[config.mk]
export PLATFORM = sky130hd
export DESIGN_NAME = pipe_stage_buffer
export DESIGN_NICKNAME = d
export VERILOG_FILES = /design/src/rtl/mips_pipe_pkg.sv /design/src/rtl/pipe_sat_counter.sv /design/src/rtl/pipe_stage_buffer.sv
export SDC_FILE = /design/constraint.sdc
export NUM_CORES = 1
export LEC_CHECK = 0
export ABC_AREA = 1
export BUFFER_PORTS_ARGS = -buffer_cell sky130_fd_sc_hd__buf_2
export CAP_MARGIN = 20
export CORE_MARGIN = 2
export CORE_UTILIZATION = 45
export CTS_CLUSTER_DIAMETER = 50
export DETAILED_ROUTE_END_ITERATION = 16
export PLACE_DENSITY = 0.8
export SETUP_SLACK_MARGIN = 0.02
export SLEW_MARGIN = 10
export SYNTH_ARGS = -nofsm -noshare
export SYNTH_HDL_FRONTEND = slang
export SYNTH_SLANG_ARGS = --single-unit
[constraint.sdc]
create_clock -name clk -period 7.85 [get_ports clk]
set_input_delay 0.3925 -clock clk [delete_from_list [all_inputs] [get_ports clk]]
set_output_delay 0.3925 -clock clk [all_outputs]
set_load 0.02 [all_outputs]
[src/rtl/mips_pipe_pkg.sv]
// mips_pipe_pkg
// Shared types and default widths for the MIPS pipeline stage buffers.
//   pipe_buf_state_t : occupancy of a stage buffer (empty / main / main+skid)
//   PIPE_*_W         : default control, data and stall-counter widths
//   PIPE_WB/M/EX_W   : widths of the per-stage control sub-fields
package mips_pipe_pkg;

  typedef enum logic [1:0] {
    PB_EMPTY = 2'd0,  // nothing held
    PB_HALF  = 2'd1,  // main register holds a beat
    PB_FULL  = 2'd2   // main and skid registers both hold a beat
  } pipe_buf_state_t;

  localparam int PIPE_CTRL_W = 10;
  localparam int PIPE_DATA_W = 128;
  localparam int PIPE_STAT_W = 16;

  // Control field split: write-back, memory and execute bits.
  localparam int PIPE_WB_W = 2;
  localparam int PIPE_M_W  = 3;
  localparam int PIPE_EX_W = 5;

endpackage

[src/rtl/pipe_sat_counter.sv]
// pipe_sat_counter
// Saturating up-counter with asynchronous clear.
//   clk   : rising-edge clock
//   rst   : asynchronous active-high clear
//   en    : count this cycle
//   count : current value, sticks at all-ones
module pipe_sat_counter #(
  parameter int W = 16
) (
  input  logic         clk,
  input  logic         rst,
  input  logic         en,
  output logic [W-1:0] count
);

  localparam logic [W-1:0] CNT_MAX = {W{1'b1}};
  localparam logic [W-1:0] CNT_ONE = {{(W-1){1'b0}}, 1'b1};

  always_ff @(posedge clk or posedge rst) begin
    if (rst) begin
      count <= '0;
    end else if (en && (count != CNT_MAX)) begin
      count <= count + CNT_ONE;
    end
  end

endmodule

[src/rtl/pipe_stage_buffer.sv]
// pipe_stage_buffer
// Elastic pipeline stage register with a two-entry skid (main + skid).
// Optional feature macro: PIPE_BUF_STATS_EN adds the stall_cnt port and counter.
//
// Handshake: a beat moves across a port on a rising edge where valid and
// ready are both high. in_ready depends only on registered state (and rst),
// never on out_ready, so there is no combinational path through the stage.
// out_valid, out_ctrl and out_data are held stable while out_ready is low.
//
// Ports:
//   clk, rst            : clock, asynchronous active-high reset
//   in_valid/in_ready   : upstream handshake
//   in_ctrl/in_data     : upstream control and data fields
//   flush               : drop every held beat and any beat entering this cycle
//   out_valid/out_ready : downstream handshake
//   out_ctrl/out_data   : downstream fields (ctrl forced to zero when not valid)
//   buf_state           : debug view of the occupancy state
//   stall_cnt           : saturating stall count (PIPE_BUF_STATS_EN only)
module pipe_stage_buffer
  import mips_pipe_pkg::*;
#(
  parameter int CTRL_W = PIPE_CTRL_W,
  parameter int DATA_W = PIPE_DATA_W
`ifdef PIPE_BUF_STATS_EN
  ,
  parameter int STAT_W = PIPE_STAT_W
`endif
) (
  input  logic              clk,
  input  logic              rst,
  input  logic              in_valid,
  output logic              in_ready,
  input  logic [CTRL_W-1:0] in_ctrl,
  input  logic [DATA_W-1:0] in_data,
  input  logic              flush,
  output logic              out_valid,
  input  logic              out_ready,
  output logic [CTRL_W-1:0] out_ctrl,
  output logic [DATA_W-1:0] out_data,
  output pipe_buf_state_t   buf_state
`ifdef PIPE_BUF_STATS_EN
  ,
  output logic [STAT_W-1:0] stall_cnt
`endif
);

  pipe_buf_state_t state_q;
  pipe_buf_state_t state_d;

  logic in_acc;
  logic out_acc;
  logic main_from_in;
  logic main_from_skid;
  logic skid_from_in;

  logic [CTRL_W-1:0] main_ctrl;
  logic [CTRL_W-1:0] skid_ctrl;
  logic [DATA_W-1:0] main_data;
  logic [DATA_W-1:0] skid_data;

  // ---------------------------------------------------------------------------
  // State register
  // ---------------------------------------------------------------------------
  always_ff @(posedge clk or posedge rst) begin
    if (rst) begin
      state_q <= PB_EMPTY;
    end else begin
      state_q <= state_d;
    end
  end

  // ---------------------------------------------------------------------------
  // Next-state logic; flush wins over any handshake.
  // ---------------------------------------------------------------------------
  always_comb begin
    state_d = state_q;
    if (flush) begin
      state_d = PB_EMPTY;
    end else begin
      case (state_q)
        PB_EMPTY: if (in_acc) state_d = PB_HALF;
        PB_HALF: begin
          if (in_acc && !out_acc) state_d = PB_FULL;
          else if (!in_acc && out_acc) state_d = PB_EMPTY;
        end
        PB_FULL: if (out_acc) state_d = PB_HALF;
        default: state_d = PB_EMPTY;
      endcase
    end
  end

  // ---------------------------------------------------------------------------
  // Outputs and datapath load decode from registered state.
  // ---------------------------------------------------------------------------
  always_comb begin
    in_ready       = (state_q != PB_FULL) && !rst;
    out_valid      = (state_q != PB_EMPTY);
    in_acc         = in_valid && in_ready;
    out_acc        = out_valid && out_ready;
    main_from_in   = 1'b0;
    main_from_skid = 1'b0;
    skid_from_in   = 1'b0;
    case (state_q)
      PB_EMPTY: main_from_in = in_acc;
      PB_HALF: begin
        // With both sides moving, the new beat replaces main directly;
        // the skid is only used when the output is blocked.
        if (in_acc && out_acc) main_from_in = 1'b1;
        else if (in_acc) skid_from_in = 1'b1;
      end
      PB_FULL: main_from_skid = out_acc;
      default: ;
    endcase
  end

  // Control fields are cleared on reset and flush so a bubble carries no
  // write-enables or memory strobes into the next stage.
  always_ff @(posedge clk or posedge rst) begin
    if (rst) begin
      main_ctrl <= '0;
      skid_ctrl <= '0;
    end else if (flush) begin
      main_ctrl <= '0;
      skid_ctrl <= '0;
    end else begin
      if (main_from_in) main_ctrl <= in_ctrl;
      else if (main_from_skid) main_ctrl <= skid_ctrl;
      if (skid_from_in) skid_ctrl <= in_ctrl;
    end
  end

  // Data needs no reset: it is only observed while out_valid is high.
  always_ff @(posedge clk) begin
    if (!flush) begin
      if (main_from_in) main_data <= in_data;
      else if (main_from_skid) main_data <= skid_data;
      if (skid_from_in) skid_data <= in_data;
    end
  end

  // Gating keeps out_ctrl zero after a normal drain, where main_ctrl still
  // holds the last delivered beat.
  assign out_ctrl  = out_valid ? main_ctrl : '0;
  assign out_data  = main_data;
  assign buf_state = state_q;

`ifdef PIPE_BUF_STATS_EN
  pipe_sat_counter #(
    .W(STAT_W)
  ) u_stall_cnt (
    .clk  (clk),
    .rst  (rst),
    .en   (out_valid && !out_ready),
    .count(stall_cnt)
  );
`endif

endmodule

-- After elaboration in Yosys (flattened, before gate mapping)
Index checks and enable logic that the tools add are counted.
- bitwise logic cells: 1
- reduce and logical (&&, ||, !) cells: 17
- mux-type cells: 20
- eq/ne operators: 6
- operators with widths (operator ; count):
    2-to-1 mux 128 bit ; 2
    2-to-1 mux 10 bit ; 6
    2-to-1 mux 2 bit ; 5
    logical AND 1 bit ; 6
    != test 3 bit (second input constant) ; 2
    one-hot mux 2 bit (3 select lines) ; 1
    nonzero test 2 bit ; 3
    2-to-1 mux 1 bit ; 5
    != test 4 bit (second input constant) ; 1
    AND reduction 2 bit ; 2
    zero test 1 bit ; 3
    AND reduction 3 bit ; 1
    nonzero test 3 bit ; 1
    == test 2 x 1 -> 1 bit (second input constant) ; 1
    == test 2 bit (second input constant) ; 1
    zero test 2 bit ; 1
    != test 2 bit (second input constant) ; 1
    one-hot mux 1 bit (2 select lines) ; 1
    NOT 1 bit ; 1
- register bits after elaboration: 278
- output and inout port bits: 142
- input port bits: 143
- word-level logic and storage cells: 49

-- Logic depth before layout (Yosys ltp)
- depth after elaboration: 9
- mapped depth: 12
- depth with buffers taken out: 11

-- Least setup slack after synthesis
Ideal clock, no wire load.
- path kind: input -> register
- from: in rst
- to: reg skid_data[0], enable pin
- slack: 4.344 ns
- data arrival time: 3.073 ns
- stages on the path: 7
- cells stage by stage: inv_1 > nand3_1 > inv_1 > ha_1 > nand3_1 > inv_1 > buf_2
- longest elaborated chain between the ends: 7
- elaborated cells on any way between the ends: 8
- RTL lines (item ; line ; RTL):
    from (decl) ; pipe_stage_buffer.sv:30 ; input logic rst,
    zero test 1 bit (no line) (*) ; -- ;
    logical AND 1 bit (*) ; pipe_stage_buffer.sv:96 ; in_ready = (state_q != PB_FULL) && !rst;
    logical AND 1 bit (*) ; pipe_stage_buffer.sv:98 ; in_acc = in_valid && in_ready;
    2-to-1 mux 1 bit / logical AND 1 bit (equally long branches) ; pipe_stage_buffer.sv:109, pipe_stage_buffer.sv:108 ;
    2-to-1 mux 1 bit (*) ; pipe_stage_buffer.sv:108 ; if (in_acc && out_acc) main_from_in = 1'b1;
    2-to-1 mux 1 bit (*) ; pipe_stage_buffer.sv:103 ; case (state_q)
    AND reduction 2 bit (no line) (*) ; -- ;
    to (signal assigned) ; pipe_stage_buffer.sv:137 ; if (skid_from_in) skid_data <= in_data;
    to (decl) ; pipe_stage_buffer.sv:59 ; logic [DATA_W-1:0] skid_data;
Mark *: on every way between the ends. The rest lies on a longest branch, timed or not.
A chain may end at the register's enable or synchronous reset.

-- Worst setup path in the final report
- from: reg state_q[1], in the netlist buf_state[1]
- to: reg main_data[10], in the netlist out_data[10] (data pin)
- longest elaborated chain between the ends: 7
- elaborated cells on any way between the ends: 11
- RTL lines (item ; line ; RTL):
    from (decl) ; pipe_stage_buffer.sv:47 ; pipe_buf_state_t state_q;
    from (signal assigned) ; pipe_stage_buffer.sv:68 ; state_q <= state_d;
    != test 2 bit ; pipe_stage_buffer.sv:96 ;
    logical AND 1 bit ; pipe_stage_buffer.sv:96 ;
    logical AND 1 bit ; pipe_stage_buffer.sv:98 ;
    logical AND 1 bit ; pipe_stage_buffer.sv:108 ;
    2-to-1 mux 1 bit ; pipe_stage_buffer.sv:108 ;
    one-hot mux 1 bit (2 select lines) (*) ; pipe_stage_buffer.sv:103 ;
    2-to-1 mux 128 bit (*) ; pipe_stage_buffer.sv:135 ; if (main_from_in) main_data <= in_data;
    to (signal assigned) ; pipe_stage_buffer.sv:135 ;
    to (signal assigned) ; pipe_stage_buffer.sv:136 ; else if (main_from_skid) main_data <= skid_data;
    to (decl) ; pipe_stage_buffer.sv:58 ; logic [DATA_W-1:0] main_data;
Marked as above.

==> summary by stage <==
Outcome
The run finished with clean final reports.

Die
The placeable core area is 0.0235 mm2. 285 I/O pins were placed. The floorplan step defined a die boundary enclosing 0.0251 mm2.

The initial utilization of the core area, before any placement, comes to 45.8%. The die outline width is 159 um. The vertical die dimension is 159 um.

The number of placement rows is 56.

Setup path
The number of cells on the worst reg-to-reg path is 8. The critical path goes through nor2_1 > nor2_1 > ha_1 > nand2_4 > nand2_4 > buf_4 > nand2_1 > nand2_1. Together, buffers and inverters on the worst path number 1. The slowest stage of the critical path belongs to the cell sky130_fd_sc_hd__nor2_1. The arrival time at the worst endpoint is 4.35 ns. Across all register-to-register paths, the minimum setup slack is 3.81 ns. The startpoint identified for the worst register-to-register timing path is buf_state[1]. The reg-to-reg endpoint is out_data[10]. The capturing element type of the critical path is a flop. Along the worst path, the maximum fanout reaches slightly above 80. On the critical path the largest part of the delay comes from simple AND/OR/NAND/NOR gates. For the worst setup path, the data required time is a little over 8 ns. The startpoint type of the worst setup path is a flop. The delay contributed by the slowest stage of the critical path is 0.69 ns. The critical path in this run is classified as flop to flop.

Clock network
The number of hold buffers added after CTS is 16. The later pin in the worst-skew pair is clocked with a latency of 0.55 ns. The clock sink count is about 280.

The clock passes through at most 3 buffers. The setup fix buffers added after clock tree synthesis is 0. The number of gates resized after CTS is 0. The TritonCTS clock tree is built. The register clock-pin slew on the reported worst setup and hold paths is approximately 0.060 ns.

In this run the clock root is driven by a sky130_fd_sc_hd__clkbuf_16. The number of levels the H-tree was split into is 1. The number of buffers inserted during clock tree synthesis is 31.

Finish
The share of post-route cells with drive strength above 1 is 29.2%. The leading cell type in the layout, fill and taps excluded is sky130_fd_sc_hd__nand2_1. The fill cell instance count of the final layout is 1,876. For this run, the post-layout net count is 1,293.

The area added between synthesis and finish is 25.9%. Leaving out fill and tap cells, the most frequent cells in the layout are sky130_fd_sc_hd__nand2_1 (333), sky130_fd_sc_hd__buf_2 (284), sky130_fd_sc_hd__edfxtp_1 (256), sky130_fd_sc_hd__nand3_1 (151), sky130_fd_sc_hd__clkbuf_16 (31).

Global route
The maximum number of pins on one net before global-route repair is 111. The overall overflow remaining after global route is 0. The number of antenna violations at the first check in global routing is 5.

The layer flagged by global routing as most heavily used is met2. Global routing used 24.5% of the available met1 tracks. The number of global-route vias before repair is ~7,300.

The wire length of the first global-routing pass is 37,500 um. The total global routing track utilization is 19.0%. In the global route stage, met2 resource usage came out at 31.3%. Global routing used 5.17% of the available met3 tracks.

Timing
The number of hold violations in the final report is 0. Final hold analysis gives a worst-case slack of 0.0298 ns. The final max-slew violation count is 0.

The clock arrives with 0.0118 ns of skew. Headroom to the max-slew limit came out at ~34%. The share of the cycle needed by the critical path after routing is 51.5%. The highest attainable clock frequency is 0.247 GHz. For the final routed database, the setup TNS stands at 0 ns.

At the pin with the least slew margin, the transition time is 0.984 ns. The final period demand of the worst path is 4.04 ns. Setup violations remaining at the end of the flow were counted as 0. Setup repair after global routing left no endpoint under its margin.

Power
In this run the power density over the cells is 253 mW/mm2. Across the VDD grid, the largest voltage drop is 0.000160 V. Summed over all cells, the static leakage comes to 5.82 nW.

Place
The global placement routability congestion is between 0.7 and 0.8. The number of input and output port buffers inserted is roughly 280. The half-perimeter wire length of the detailed placement result is 15,300 um.

Logic synthesis
The cell count after synthesis came out at 857. Summing the sequential cell areas from Yosys gives 76.6% of the chip area. The total nets after synthesis is between 1,000 and 1,500. For this run, the number of Yosys warnings is 0.

After synthesis the cells add up to roughly 0.011 mm2. The synthesized netlist contains 21 unique library cells. Counting flops and latches in the post-synthesis netlist gives 278.

Averaged over all synthesized cells, the footprint is 12.5 um2.

Min path
The worst hold-check path type is input port to flop. Counting instances, the worst hold path has a depth of 1. The end of the worst hold path is skid_data[52]. The worst hold path begins at in_data[52].

Job
Across the run, the number of max-cap violations was 0.

Drt
The count of antenna-violating nets left after detailed routing is 0. After detailed routing, the average wire length per cell comes to about 17 um. The first TritonRoute pass finished after 5 iterations.

The via count is 7,593. The number of design-rule violations left by the first detailed-router iteration is 601. Using the TritonRoute via totals, the vias-per-cell ratio works out to approximately 5.1. The number of DRC violations after detailed routing is 0. The final wirelength is 24,700 um.
layout make-up:
cell class,instances,area [um2],share of cell area [%]
clock buffer,38,802,5.93
inverter,21,88.8,0.657
multi-input combinational,509,2180,16.1
antenna,3,7.51,0.0555
timing repair buffer,307,1670,12.4
tap,319,399,2.95
clock inverter,17,144,1.06
sequential,278,8240,60.9
where the power goes:
part           internal [mW]  total (mW)  switching, mW
sequential              1.71        1.72         0.0179
combinational          0.110       0.357          0.247
clock                  0.765        1.34          0.576
total                   2.58        3.42          0.841
registers in the layout, indices dropped and copies added (netlist names):
name,flops
main_ctrl,10
skid_ctrl,10
skid_data,128
buf_state,2
out_data,128
worst max-delay path by stage:
stage                   end    startpoint  slack (ns)  cells after the start
3_5_place_dp    out_data[0]           rst        3.37                     10
3_3_place_gp    out_data[0]           rst        3.45                     10
5_1_grt         out_data[3]  buf_state[1]        3.42                      8
4_1_cts        out_data[80]  buf_state[1]        3.87                      8
2_1_floorplan  skid_data[0]           rst        4.34                      7
6_report       out_data[10]  buf_state[1]        3.81                      8
stage by stage:
step	setup WS (ns)	utilization, %	power, mW	std cells	cell area [um2]
after floorplan	4.34	-	1.97	857	10700
after global placement	3.45	52.7	2.09	1416	12400
after detailed placement	3.37	52.7	2.10	1416	12400
after CTS	3.87	57.4	3.45	1487	13500
after global routing	3.42	57.6	3.55	1490	13500
final	3.81	57.6	3.42	1492	13500
Yosys cell counts, drive strengths merged:
cell type | instances | area share [%]
edfxtp | 256 | 72
nor2 | 15 | 0.62
nand3b | 1 | 0.070
clkbuf | 2 | 0.070
ha | 2 | 0.23
dfrtp | 22 | 5.1
nand4 | 3 | 0.23
inv | 21 | 0.73
nand2 | 335 | 12
o21ai | 1 | 0.047
nand3 | 152 | 7.1
buf | 47 | 2.4
cell families after synthesis:
kind of cell | after synthesis | synth area share (%)
adders and majority gates | 2 | 0.233
and+or+nand+nor | 506 | 19.8
buffers and inverters | 70 | 3.25
DFF | 278 | 76.6
AOI/OAI and AO/OA | 1 | 0.0465
worst reg2reg max path, delay by kind of cell, from the launching register on:
family,cells,cell delay [ns]
AND/OR/NAND/NOR,6,2.45
buffers and inverters,1,0.60
flip-flops,1,0.47
adder cells (fa/ha/maj),1,0.27
layer usage:
metal / wire [um] / up-vias
met4: 668 / 2
met5: 12 / -
met3: 2380 / 49
li1: - / 3551
met1: 9980 / 3589
met2: 11600 / 402
(Power assumes the default switching activity.)
